[config.mk]
export PLATFORM = sky130hd
export DESIGN_NAME = sccb_init_seq
export DESIGN_NICKNAME = d
export VERILOG_FILES = /design/src/rtl/sccb_pkg.sv /design/src/rtl/sccb_cfg_rom.sv /design/src/rtl/sccb_init_seq.sv
export SDC_FILE = /design/constraint.sdc
export NUM_CORES = 1
export LEC_CHECK = 0
export ABC_CLOCK_PERIOD_IN_PS = 4100
export CAP_MARGIN = 20
export CELL_PAD_IN_SITES_DETAIL_PLACEMENT = 0
export CELL_PAD_IN_SITES_GLOBAL_PLACEMENT = 2
export CORE_ASPECT_RATIO = 2
export CORE_UTILIZATION = 35
export CTS_BUF_LIST = sky130_fd_sc_hd__clkbuf_8 sky130_fd_sc_hd__clkbuf_16
export DETAILED_ROUTE_END_ITERATION = 10
export HOLD_SLACK_MARGIN = 0.08
export PLACE_DENSITY = 0.85
export SLEW_MARGIN = 40
export SYNTH_ARGS = -nofsm -noshare
export SYNTH_HDL_FRONTEND = slang
export SYNTH_SLANG_ARGS = --single-unit
export TNS_END_PERCENT = 10
[constraint.sdc]
create_clock -name axi_clk -period 4.1 [get_ports axi_clk]
set_input_delay 0.41 -clock axi_clk [delete_from_list [all_inputs] [get_ports axi_clk]]
set_output_delay 0.41 -clock axi_clk [all_outputs]
set_load 0.005 [all_outputs]
[src/rtl/sccb_pkg.sv]
// Shared types for the SCCB power-up configuration sequencer.
package sccb_pkg;

    typedef enum logic [3:0] {
        IDLE,
        PWRUP,
        FETCH,
        DECODE,
        ISSUE,
        WAIT_DONE,
        GAP,
        DELAY,
        DONE,
        ERROR
    } seq_state_t;

    localparam logic [15:0] END_MARK  = 16'hFFFF;
    localparam logic [7:0]  DELAY_REG = 8'hFE;

    typedef struct packed {
        logic [7:0] reg_addr;
        logic [7:0] data;
    } tbl_entry_t;

endpackage

[src/rtl/sccb_cfg_rom.sv]
// Register table ROM, one cycle read latency.
// Entry i lives at INIT[16*i +: 16] as {reg_addr, data}.
module sccb_cfg_rom
    import sccb_pkg::*;
#(
    parameter int TBL_AW = 8,
    parameter logic [16*(2**TBL_AW)-1:0] INIT = '1
) (
    input  logic              clk,
    input  logic [TBL_AW-1:0] addr,
    output tbl_entry_t        rdata
);

    tbl_entry_t rdata_q;
    tbl_entry_t rdata_d;

    always_comb begin
        rdata_d = tbl_entry_t'(INIT[{addr, 4'b0000} +: 16]);
    end

    always_ff @(posedge clk) begin
        rdata_q <= rdata_d;
    end

    assign rdata = rdata_q;

endmodule

[src/rtl/sccb_init_seq.sv]
// Power-up sequencer: walks the register table and issues SCCB writes
// with delays, NACK retries, end marker and done/error status.
module sccb_init_seq
    import sccb_pkg::*;
#(
    parameter logic [7:0] DEV_ADDR   = 8'h42,
    parameter int         MS_CYCLES  = 100000,
    parameter int         PWRUP_MS   = 1,
    parameter int         GAP_CYCLES = 16,
    parameter int         MAX_RETRY  = 3,
    parameter int         TBL_AW     = 8,
    parameter logic [16*(2**TBL_AW)-1:0] TBL_INIT = '1
) (
    input  logic              axi_clk,
    input  logic              axi_rst_n,
    input  logic              start,
    output logic              busy,
    output logic              done,
    output logic              err,
    output logic [TBL_AW-1:0] err_idx,
    output logic              cmd_valid,
    input  logic              cmd_ready,
    output logic [7:0]        cmd_dev,
    output logic [7:0]        cmd_reg,
    output logic [7:0]        cmd_data,
    input  logic              cmd_done,
    input  logic              cmd_nack
);

    localparam int DLY_MAX = 255 * MS_CYCLES;
    localparam int CNT_W   = $clog2(DLY_MAX + 1);
    localparam int RTY_W   = (MAX_RETRY < 1) ? 1 : $clog2(MAX_RETRY + 1);

    localparam logic [CNT_W-1:0] MS_CNT  = CNT_W'(MS_CYCLES);
    localparam logic [CNT_W-1:0] PWR_CNT = CNT_W'(PWRUP_MS * MS_CYCLES - 1);
    localparam logic [CNT_W-1:0] GAP_CNT = CNT_W'(GAP_CYCLES - 1);
    localparam logic [RTY_W-1:0] MAX_RT  = RTY_W'(MAX_RETRY);

    seq_state_t        state_q, state_d;
    logic [TBL_AW-1:0] idx_q, idx_d;
    logic [RTY_W-1:0]  retry_q, retry_d;
    logic [CNT_W-1:0]  cnt_q, cnt_d;
    logic [7:0]        cmd_reg_q, cmd_reg_d;
    logic [7:0]        cmd_data_q, cmd_data_d;
    logic [TBL_AW-1:0] err_idx_q, err_idx_d;
    logic              adv;
    tbl_entry_t        entry;

    sccb_cfg_rom #(
        .TBL_AW (TBL_AW),
        .INIT   (TBL_INIT)
    ) u_rom (
        .clk   (axi_clk),
        .addr  (idx_q),
        .rdata (entry)
    );

    always_comb begin
        state_d    = state_q;
        idx_d      = idx_q;
        retry_d    = retry_q;
        cnt_d      = cnt_q;
        cmd_reg_d  = cmd_reg_q;
        cmd_data_d = cmd_data_q;
        err_idx_d  = err_idx_q;
        adv        = 1'b0;

        unique case (state_q)
            IDLE, DONE, ERROR: begin
                if (start) begin
                    state_d = PWRUP;
                    idx_d   = '0;
                    retry_d = '0;
                    cnt_d   = PWR_CNT;
                end
            end
            PWRUP: begin
                if (cnt_q == '0) state_d = FETCH;
                else             cnt_d   = cnt_q - CNT_W'(1);
            end
            FETCH: state_d = DECODE;
            DECODE: begin
                if (entry == END_MARK) begin
                    state_d = DONE;
                end else if (entry.reg_addr == DELAY_REG) begin
                    if (entry.data == 8'd0) begin
                        adv = 1'b1;
                    end else begin
                        cnt_d   = CNT_W'(entry.data) * MS_CNT - CNT_W'(1);
                        state_d = DELAY;
                    end
                end else begin
                    cmd_reg_d  = entry.reg_addr;
                    cmd_data_d = entry.data;
                    state_d    = ISSUE;
                end
            end
            ISSUE: begin
                if (cmd_ready) state_d = WAIT_DONE;
            end
            WAIT_DONE: begin
                if (cmd_done) begin
                    if (!cmd_nack) begin
                        retry_d = '0;
                        cnt_d   = GAP_CNT;
                        state_d = GAP;
                    end else if (retry_q < MAX_RT) begin
                        retry_d = retry_q + RTY_W'(1);
                        state_d = ISSUE;
                    end else begin
                        err_idx_d = idx_q;
                        state_d   = ERROR;
                    end
                end
            end
            GAP, DELAY: begin
                if (cnt_q == '0) adv   = 1'b1;
                else             cnt_d = cnt_q - CNT_W'(1);
            end
            default: state_d = IDLE;
        endcase

        // Stepping past the last table slot ends the walk instead of wrapping
        if (adv) begin
            if (&idx_q) begin
                state_d = DONE;
            end else begin
                idx_d   = idx_q + TBL_AW'(1);
                state_d = FETCH;
            end
        end
    end

    always_ff @(posedge axi_clk) begin
        if (!axi_rst_n) begin
            state_q    <= IDLE;
            idx_q      <= '0;
            retry_q    <= '0;
            cnt_q      <= '0;
            cmd_reg_q  <= '0;
            cmd_data_q <= '0;
            err_idx_q  <= '0;
        end else begin
            state_q    <= state_d;
            idx_q      <= idx_d;
            retry_q    <= retry_d;
            cnt_q      <= cnt_d;
            cmd_reg_q  <= cmd_reg_d;
            cmd_data_q <= cmd_data_d;
            err_idx_q  <= err_idx_d;
        end
    end

    assign busy      = !(state_q inside {IDLE, DONE, ERROR});
    assign done      = (state_q == DONE);
    assign err       = (state_q == ERROR);
    assign err_idx   = err_idx_q;
    assign cmd_valid = (state_q == ISSUE);
    assign cmd_dev   = DEV_ADDR;
    assign cmd_reg   = cmd_reg_q;
    assign cmd_data  = cmd_data_q;

endmodule

==> results.cfg <==
[routing]
dr_total_vias = 2743
drtAntennaViolNets = 0
drc = 0
wire_per_inst_microns = 17.2
first_pass_iters = 4
drtIter0Drc = 151
routed_via_density = 5.84
wl_microns = 8090

[timing]
post-route-period-util_pct = 65.1
fin_crit_ns = 2.67
hold_violations = 0
fin_tns_setup_ns = 0
fin_skew_ns = 0.00384
slew_viol_final = 0
rsz0062_at_grt = no
worstMarginPinSlew_ns = 0.777
relSlewSlack_pct = 48.0
setup_violations = 0
timing.fmax_ghz = 0.374
fin_ws_ns = 1.43

[pwr]
p_sw_share_pct = 42.5
p_int_w = 0.00112
pwr_density_cell_mw_per_mm2 = 592
seq_power_share_pct = 32.6
cellLeakagePower_nw = 1.14
ir_worst_vdd_mv = 0.234
combPwrFrac_pct = 43.3
clock_power_share_pct = 24.1
power.switching_w = 0.000825

[floorplan]
fp.coreArea_sq_mm = 0.00835
design.die.area_sq_mm = 0.00910
num_io_pins = 42
initial_core_util_pct = 36.5
die_y_microns = 134
num_rows = 47
dieWidth_microns = 68.0

[status]
run_status = completed

[placement]
dp.cells = 463
dp_hpwl_microns = 6000
port_buffers = 17
place.gp.congestion = 0.839
dp_slack_ns = 1.33

[final_layout]
drive_above_1_share_pct = 8.60
fin_nets = 381
instances_no_fill = 470
diodes = 0
syn_to_final_growth_pct = 7.72

[yosys]
netlist.area_leader.share_pct = 30.9
yosysWarnings = 0
synthTopCellsByArea = dfxtp_1, buf_4, a21oi_1
synth.most_common_cell = dfxtp_1
synth_top_area_cell = dfxtp_1
syn_area_per_cell_sq_um = 8.28
synth_edf_count = 0
synthDistinctLibCells = 67
yosysSeqAreaShare_pct = 30.9
async_flop_share_pct = 0
synth_seq_cells = 47
synth_flop_cell = dfxtp_1
synth_common_cells = dfxtp_1, nor2_1, a21oi_1, buf_4, nand3_1
syn_area_sq_mm = 0.00305
syn-instance-count = 368

[worst_setup_path]
max_stage_delay_ns = 0.69
crit_family = simple AND/OR/NAND/NOR gates
worst-path-max-fanout = 21
worst-path-buf-inv = 1
cp_data_arrival_time_ns = 2.84
cp_slowest_cell = nor3_4
path_cells = nand2b_1 -> o31a_2 -> nor3_4 -> buf_4 -> or4_1 -> a21oi_1
critPathLaunchType = register
crit_path_end_kind = register
crit_required_ns = 4.27
worstSetupPathType = register to register

[clocking]
post_cts.repair.setup_buffers = 0
cts_buffer_depth = 2
path_clk_slew_ns = 0.06
hold_buffers = 0
clock_latency_ns = 0.29
cts.sinks = 47
h-tree-depth = 2
cts_tree = done
root_buffer = clkbuf_16
cts_buffers = 5
cts_resized = 0

[global_routing]
grt_antenna_before_repair = 0
grt_pass1_vias = 2572
grt_pass1_wl_microns = 13000
grt_start_max_net_pins = 29
grt_use_total_pct = 19.2
grt_overflow = 0

[flow_run]
drv_cap = 0

[hold_path]
worstHoldPathType = register to register
## path summary, 6_finish.rpt
path / start / endpoint / slack (ns) / cells after the start
setup / recovery: state_q[3] / cnt_q[23] / 1.43 / 6
hold / removal: retry_q[0] / retry_q[0] / 0.48 / 2
setup reg to reg: state_q[3] / cnt_q[23] / 1.43 / 6
hold reg to reg: retry_q[0] / retry_q[0] / 0.48 / 2
## logic make-up (layout without fill, tap and decap cells)
group           count (synthesis)  count (layout)  share of synthesized area, %
compound gates                 97              97                          22.0
fa+ha+maj                       3               3                          1.23
buf+inv                        53              35                          12.2
flops                          47              47                          30.9
mux                            11              11                          3.62
other cells                     2              24                         0.247
simple gates                  155             155                          29.8
## registers in the layout, indices dropped and copies added, names as in the netlist
name and count:
cnt_q 25, err_idx 8, retry_q 2, state_q 4, idx_q 8
## layout make-up
| class | instances | area (sq um) |
|---|---|---|
| inverter | 6 | 22.5 |
| timing repair buffer | 22 | 208 |
| clock buffer | 5 | 125 |
| tap | 98 | 123 |
| sequential | 47 | 941 |
| fill | 906 | 5070 |
| clock inverter | 2 | 37.5 |
| multi-input combinational | 290 | 1820 |
## power groups by stage
| stage | combinational (W) | clock, W | sequential [W] |
|---|---|---|---|
| 3_5_place_dp | 0.000840 | 0 | 0.000643 |
| 6_report | 0.000841 | 0.000467 | 0.000633 |
| 2_1_floorplan | 0.000705 | 0 | 0.000599 |
| 5_1_grt | 0.000936 | 0.000495 | 0.000646 |
| 3_3_place_gp | 0.000832 | 0 | 0.000641 |
| 4_1_cts | 0.000842 | 0.000481 | 0.000632 |
## cell usage in the layout, fill, tap and decap left out, types with 6 or more instances in the layout
cell type	Yosys	layout
nand3_1	22	22
nand4_1	7	7
nor3_1	9	9
mux2i_1	11	11
conb_1	2	24
o31ai_1	11	11
clkdlybuf4s50_1	0	17
nand2_1	21	21
o21ai_0	12	12
or4_1	12	12
nor2_1	32	31
nand3b_1	6	6
a31oi_1	8	8
and3_1	6	6
dfxtp_1	47	47
a21oi_1	27	27
## per-stage QoR
| step | hold WS [ns] | util, % | instance area (sq um) | power (W) |
|---|---|---|---|---|
| 3_3_place_gp | 0.461 | 37.2 | 3110 | 0.00147 |
| 3_5_place_dp | 0.470 | 37.3 | 3110 | 0.00148 |
| 5_1_grt | 0.500 | 39.3 | 3280 | 0.00208 |
| 4_1_cts | 0.479 | 39.2 | 3280 | 0.00196 |
| 2_1_floorplan | 0.449 | - | 3130 | 0.00130 |
| 6_report | 0.478 | 39.3 | 3280 | 0.00194 |
## worst register-to-register path: stages (launching register included)
cell      delay [ns]
dfxtp_1         0.48
nand2b_1        0.42
o31a_2          0.47
nor3_4          0.69
buf_4           0.30
or4_1           0.13
a21oi_1         0.06
## metal layers
metal / vias to the layer above / wire (microns) / global-route usage [%]
met3: 12 / 153 / 2.98
li1: 1345 / - / -
met2: 46 / 4670 / 36.2
met1: 1340 / 3010 / 18.9
met5: - / 0 / 0
met4: 0 / 253 / 9.03
Power figures use the tool's default switching activity.
